**config.mk**
```make
export PLATFORM = sky130hd
export DESIGN_NAME = btb_predictor
export DESIGN_NICKNAME = d
export VERILOG_FILES = /design/src/rtl/btb_predictor.sv
export SDC_FILE = /design/constraint.sdc
export NUM_CORES = 2
export LEC_CHECK = 0
export BUFFER_PORTS_ARGS = -buffer_cell sky130_fd_sc_hd__buf_2
export CAP_MARGIN = 10
export CORE_ASPECT_RATIO = 1.2
export CORE_MARGIN = 2
export CORE_UTILIZATION = 43
export DETAILED_ROUTE_END_ITERATION = 10
export GPL_TIMING_DRIVEN = 0
export PLACE_DENSITY = 0.69
export SETUP_SLACK_MARGIN = 0.02
export SYNTH_ARGS = -nofsm -noshare
export SYNTH_HDL_FRONTEND = slang
export SYNTH_SLANG_ARGS = --single-unit
export TNS_END_PERCENT = 30
```
**constraint.sdc**
```tcl
create_clock -name clk -period 7.29 [get_ports clk]
set_clock_uncertainty 0.05 [all_clocks]
set_input_delay 1.8225 -clock clk [delete_from_list [all_inputs] [get_ports clk]]
set_output_delay 1.8225 -clock clk [all_outputs]
set_load 0.005 [all_outputs]
```
**src/rtl/btb_predictor.sv**
```systemverilog
// btb_predictor: direct-mapped branch target buffer with saturating
// direction counters, mispredict flush/redirect and statistics counters.
module btb_predictor #(
  parameter int ENTRIES  = 16,
  parameter int CNT_BITS = 2
) (
  input  logic        clk,
  input  logic        rst,
  input  logic        stall,
  input  logic [31:0] lookup_pc,
  output logic        pred_taken,
  output logic [31:0] pred_target,
  input  logic        upd_valid,
  input  logic [31:0] upd_pc,
  input  logic        upd_is16,
  input  logic        upd_taken,
  input  logic [31:0] upd_target,
  input  logic        upd_pred_taken,
  input  logic [31:0] upd_pred_target,
  output logic        flush,
  output logic [31:0] redirect_pc,
  input  logic        stat_clear,
  output logic [31:0] stat_branches,
  output logic [31:0] stat_mispredicts
);

  localparam int IDX_BITS = $clog2(ENTRIES);
  localparam int TAG_W    = 31 - IDX_BITS;
  localparam logic [CNT_BITS-1:0] CNT_MAX  = '1;
  localparam logic [CNT_BITS-1:0] CNT_ZERO = '0;
  localparam logic [CNT_BITS-1:0] CNT_ONE  = CNT_BITS'(1);
  localparam logic [CNT_BITS-1:0] CNT_WEAK = CNT_BITS'(1 << (CNT_BITS - 1));
  localparam logic [31:0] STAT_MAX = 32'hFFFF_FFFF;

  logic                valid_q [ENTRIES];
  logic                valid_d [ENTRIES];
  logic [TAG_W-1:0]    tag_q   [ENTRIES];
  logic [TAG_W-1:0]    tag_d   [ENTRIES];
  logic [31:0]         tgt_q   [ENTRIES];
  logic [31:0]         tgt_d   [ENTRIES];
  logic [CNT_BITS-1:0] cnt_q   [ENTRIES];
  logic [CNT_BITS-1:0] cnt_d   [ENTRIES];

  logic [31:0] br_q, br_d;
  logic [31:0] mp_q, mp_d;

  logic [IDX_BITS-1:0] l_idx, u_idx;
  logic [TAG_W-1:0]    l_tag, u_tag;
  logic                l_hit, u_hit;
  logic                mispredict;
  logic                do_upd;
  logic                unused_pc_lsb;

  assign unused_pc_lsb = ^{lookup_pc[0], upd_pc[0]};

  assign l_idx = lookup_pc[IDX_BITS:1];
  assign l_tag = lookup_pc[31:IDX_BITS+1];
  assign u_idx = upd_pc[IDX_BITS:1];
  assign u_tag = upd_pc[31:IDX_BITS+1];

  // Combinational lookup against the pre-update table state
  always_comb begin
    l_hit       = valid_q[l_idx] && (tag_q[l_idx] == l_tag);
    pred_taken  = l_hit && cnt_q[l_idx][CNT_BITS-1];
    pred_target = pred_taken ? tgt_q[l_idx] : 32'd0;
  end

  // Mispredict detection and fetch redirect
  always_comb begin
    mispredict  = upd_valid &&
                  ((upd_taken != upd_pred_taken) ||
                   (upd_taken && (upd_pred_target != upd_target)));
    flush       = mispredict && !stall;
    redirect_pc = upd_taken ? upd_target
                            : upd_pc + (upd_is16 ? 32'd2 : 32'd4);
  end

  // Table training: counter update on hit, allocate on taken miss
  always_comb begin
    valid_d = valid_q;
    tag_d   = tag_q;
    tgt_d   = tgt_q;
    cnt_d   = cnt_q;
    do_upd  = upd_valid && !stall;
    u_hit   = valid_q[u_idx] && (tag_q[u_idx] == u_tag);
    if (do_upd) begin
      if (u_hit) begin
        if (upd_taken) begin
          tgt_d[u_idx] = upd_target;
          if (cnt_q[u_idx] != CNT_MAX)
            cnt_d[u_idx] = cnt_q[u_idx] + CNT_ONE;
        end else if (cnt_q[u_idx] != CNT_ZERO) begin
          cnt_d[u_idx] = cnt_q[u_idx] - CNT_ONE;
        end
      end else if (upd_taken) begin
        valid_d[u_idx] = 1'b1;
        tag_d[u_idx]   = u_tag;
        tgt_d[u_idx]   = upd_target;
        cnt_d[u_idx]   = CNT_WEAK;
      end
    end
  end

  // Statistics: clear wins over increment and ignores stall
  always_comb begin
    br_d = br_q;
    mp_d = mp_q;
    if (stat_clear) begin
      br_d = 32'd0;
      mp_d = 32'd0;
    end else if (!stall) begin
      if (upd_valid && (br_q != STAT_MAX))
        br_d = br_q + 32'd1;
      if (mispredict && (mp_q != STAT_MAX))
        mp_d = mp_q + 32'd1;
    end
  end

  // State registers with synchronous reset
  always_ff @(posedge clk) begin
    if (rst) begin
      for (int i = 0; i < ENTRIES; i++) begin
        valid_q[i] <= 1'b0;
        tag_q[i]   <= '0;
        tgt_q[i]   <= '0;
        cnt_q[i]   <= '0;
      end
      br_q <= 32'd0;
      mp_q <= 32'd0;
    end else begin
      valid_q <= valid_d;
      tag_q   <= tag_d;
      tgt_q   <= tgt_d;
      cnt_q   <= cnt_d;
      br_q    <= br_d;
      mp_q    <= mp_d;
    end
  end

  assign stat_branches    = br_q;
  assign stat_mispredicts = mp_q;

endmodule

```
==> results.sh <==
export IMPL_status="finished, violations left"
export IMPL_failed_checks="negative setup slack"
export IMPL_wl_per_cell_um=33.4
export IMPL_cp_start_kind="input port"
export IMPL_leakagePower_nw=19.4
export IMPL_cpMostUsedCell="buf_2"
export IMPL_holdPathStages=2
export IMPL_core_um2=121000
export IMPL_vias=52800
export IMPL_grt_pass1_wl_um=369000
export IMPL_multi_input_area_um2=28400
export IMPL_numCtsBuffers=111
export IMPL_synth_largest_area_cell="dfxtp_1"
export IMPL_avgSynthCellArea_um2=8.77
export IMPL_rows=140
export IMPL_yosysTopAreaCellShare_pct=40.5
export IMPL_yosysSeqAreaShare_pct=40.5
export IMPL_synth_edff_count=0
export IMPL_synth_most_common_cell="nand2_1"
export IMPL_ys_types=61
export IMPL_worst_path_max_delay_cell="clkdlybuf4s15_1"
export IMPL_insertion_delay_ns=0.80
export IMPL_seq_area_um2=21100
export IMPL_utilization_pct=49.5
export IMPL_finalHoldViolCount=0
export IMPL_cts_num_sinks=1056
export IMPL_grt_util_all_layers_pct=42.3
export IMPL_crit_fanout=10
export IMPL_synth_cells=5955
export IMPL_rsz0062_at_grt="yes"
export IMPL_finalCriticalPeriod_ns=7.53
export IMPL_yosysWarnings=0
export IMPL_drv_cap=0
export IMPL_place_gp_congestion=1.07
export IMPL_boundaryPins=266
export IMPL_cp_depth=15
export IMPL_overflow=0
export IMPL_final_nets=6459
export IMPL_grt_pass1_vias=48700
export IMPL_ff2ff_setup_slack_ns=1.66
export IMPL_setup_violations_final=39
export IMPL_die_h_um=386
export IMPL_dr_pass1_iters=6
export IMPL_worstPathCellList="buf_2 > buf_4 > buf_2 > clkdlybuf4s15_1 > mux4_2 > mux2i_1 > mux2i_1 > xnor2_1 > o21ai_0 > nor4_2 > and4_1 > buf_2 > clkbuf_1 > o21ai_0 > a21oi_1"
export IMPL_die_w_um=322
export IMPL_ys_async_sr_fraction_pct=0
export IMPL_irDropWorstVdd_mv=0.208
export IMPL_worstSetupEndpointType="register"
export IMPL_ys_flop_type="dfxtp_1"
export IMPL_drc=0
export IMPL_worst_slack_ns=-0.237
export IMPL_clockBufferDepth=3
export IMPL_syn_area_um2=52200
export IMPL_final_setup_tns_ns=-2.90
export IMPL_nFillCells=11600
export IMPL_cp_buffers_inverters=6
export IMPL_drive_gt1_share_pct=15.8
export IMPL_hp_class="register to register"
export IMPL_antenna_found_initial=29
export IMPL_ant_nets=0
export IMPL_r2r_cells=10
export IMPL_htreeDepth=3
export IMPL_dp_hpwl_um=208000
export IMPL_viasPerCell=6.56
export IMPL_postCtsHoldBufs=0
export IMPL_first_iter_violations=8169
export IMPL_fin_hold_ws_ns=0.403
export IMPL_start_util_pct=43.2
export IMPL_critPathMaxStageDelay_ns=1.13
export IMPL_clock_fmax_ghz=0.133
export IMPL_die_area_um2=124000
export IMPL_path_clk_slew_ns=0.07
export IMPL_drv_slew=0
export IMPL_grt_start_max_net_pins=18
export IMPL_synth_top_cells_by_count="nand2_1 (1126), dfxtp_1 (1056), a21oi_1 (979)"
export IMPL_arrival_ns=8.20
export IMPL_worst_slew_pin_slew_ns=1.48
export IMPL_synth_ff_latch_count=1056
export IMPL_synth_fp_nets=6098
export IMPL_cts_tree="done"
export IMPL_synth_area_leaders="dfxtp_1 (40%), mux4_2 (17%), a21oi_1 (9.4%), nand2_1 (8.1%), nand3_1 (4.7%)"
export IMPL_fin_crit_sh_pct=103
export IMPL_cp_required_ns=7.96
export IMPL_portBuffers=224
export IMPL_path_delay_family="buffers and inverters"
export IMPL_wl_um=269000
export IMPL_cts_root_buf="clkbuf_16"
export IMPL_criticalPathCategory="input port to register"
export IMPL_relSlewSlack_pct=1.45
export IMPL_area_delta_synth_final_pct=14.7
export IMPL_power_density_nw_per_um2=217
## worst min-delay path: stages, from the launching register on
cell     delay [ns]
dfxtp_1        0.31
nand2_1        0.05
a21oi_1        0.05
## metal layers
metal	up-vias	routed length [um]	global-route usage, %
met3	1235	31400	11.8
met1	25700	90800	48.3
met2	4046	112000	62.2
met4	12	34400	43.4
met5	-	88	0
li1	21900	-	-
## per-stage QoR
stage	power, mW	worst slack [ns]	std cells	instance area, um2
after global routing	13.2	-0.00842	8042	59900
after floorplan	6.46	0.574	5955	52200
after global placement	6.96	-2.21	7812	55400
after detailed placement	6.97	-2.16	7827	55700
final	13.0	-0.237	8061	59900
after CTS	12.9	0.0232	8031	59700
## area by class of cell
class | count | area share (%)
repair buffers | 249 | 2.40
inverters | 24 | 0.150
clock inverters | 45 | 1.07
plain buffers | 666 | 4.91
well taps | 1633 | 3.41
multi-input cells | 4208 | 47.4
diodes | 24 | 0.100
clock buffers | 156 | 5.30
flip-flops and latches | 1056 | 35.3
## state kept, by name, summed over array words and instances, names as in the netlist
signal	count
tgt_q	512
valid_q	16
stat_mispredicts	32
stat_branches	32
tag_q	432
cnt_q	32
## logic make-up after synthesis
logic type | synth area share [%]
buffers and inverters | 5.40
flip-flops | 40.5
multiplexers | 19.2
XOR/XNOR | 2.70
AO/OA/AOI/OAI | 15.6
adder cells (fa/ha/maj) | 0.182
AND/OR/NAND/NOR | 16.5
## layout by cell type, fill, tap and decap left out, types with 28 or more instances in the layout
cell,instances
xor2_1,91
a21oi_1,979
dfxtp_1,1056
nor2_1,118
and3_1,31
nand2b_1,36
buf_4,46
clkbuf_16,111
buf_2,276
nor2b_1,28
o21ai_1,33
nand4_1,43
o21ai_0,456
mux2i_1,112
nand3_1,495
nand2_1,1126
xnor2_1,69
mux4_2,389
clkbuf_1,531
## path summary, 6_finish.rpt
check                  start    endpoint
setup / recovery   upd_pc[2]    tag_q[4]
hold reg to reg   tgt_q[131]  tgt_q[131]
hold / removal    tgt_q[131]  tgt_q[131]
setup reg to reg   tag_q[53]    tag_q[4]
## report_power, final
group          internal, mW  leakage, nW  switching, mW
combinational         0.285         9.05          0.825
sequential             5.79         8.51         0.0213
clock                  3.44         1.86           2.64
## timing repair
item	4_1_cts	5_1_grt
buffers inserted	3	3
hold endpoints to repair	0	0
gates cloned	0	0
setup endpoints to repair	61	119
resized for setup	103	39
pin swaps	1	3
Note: power is estimated with default switching activity, not from simulation.
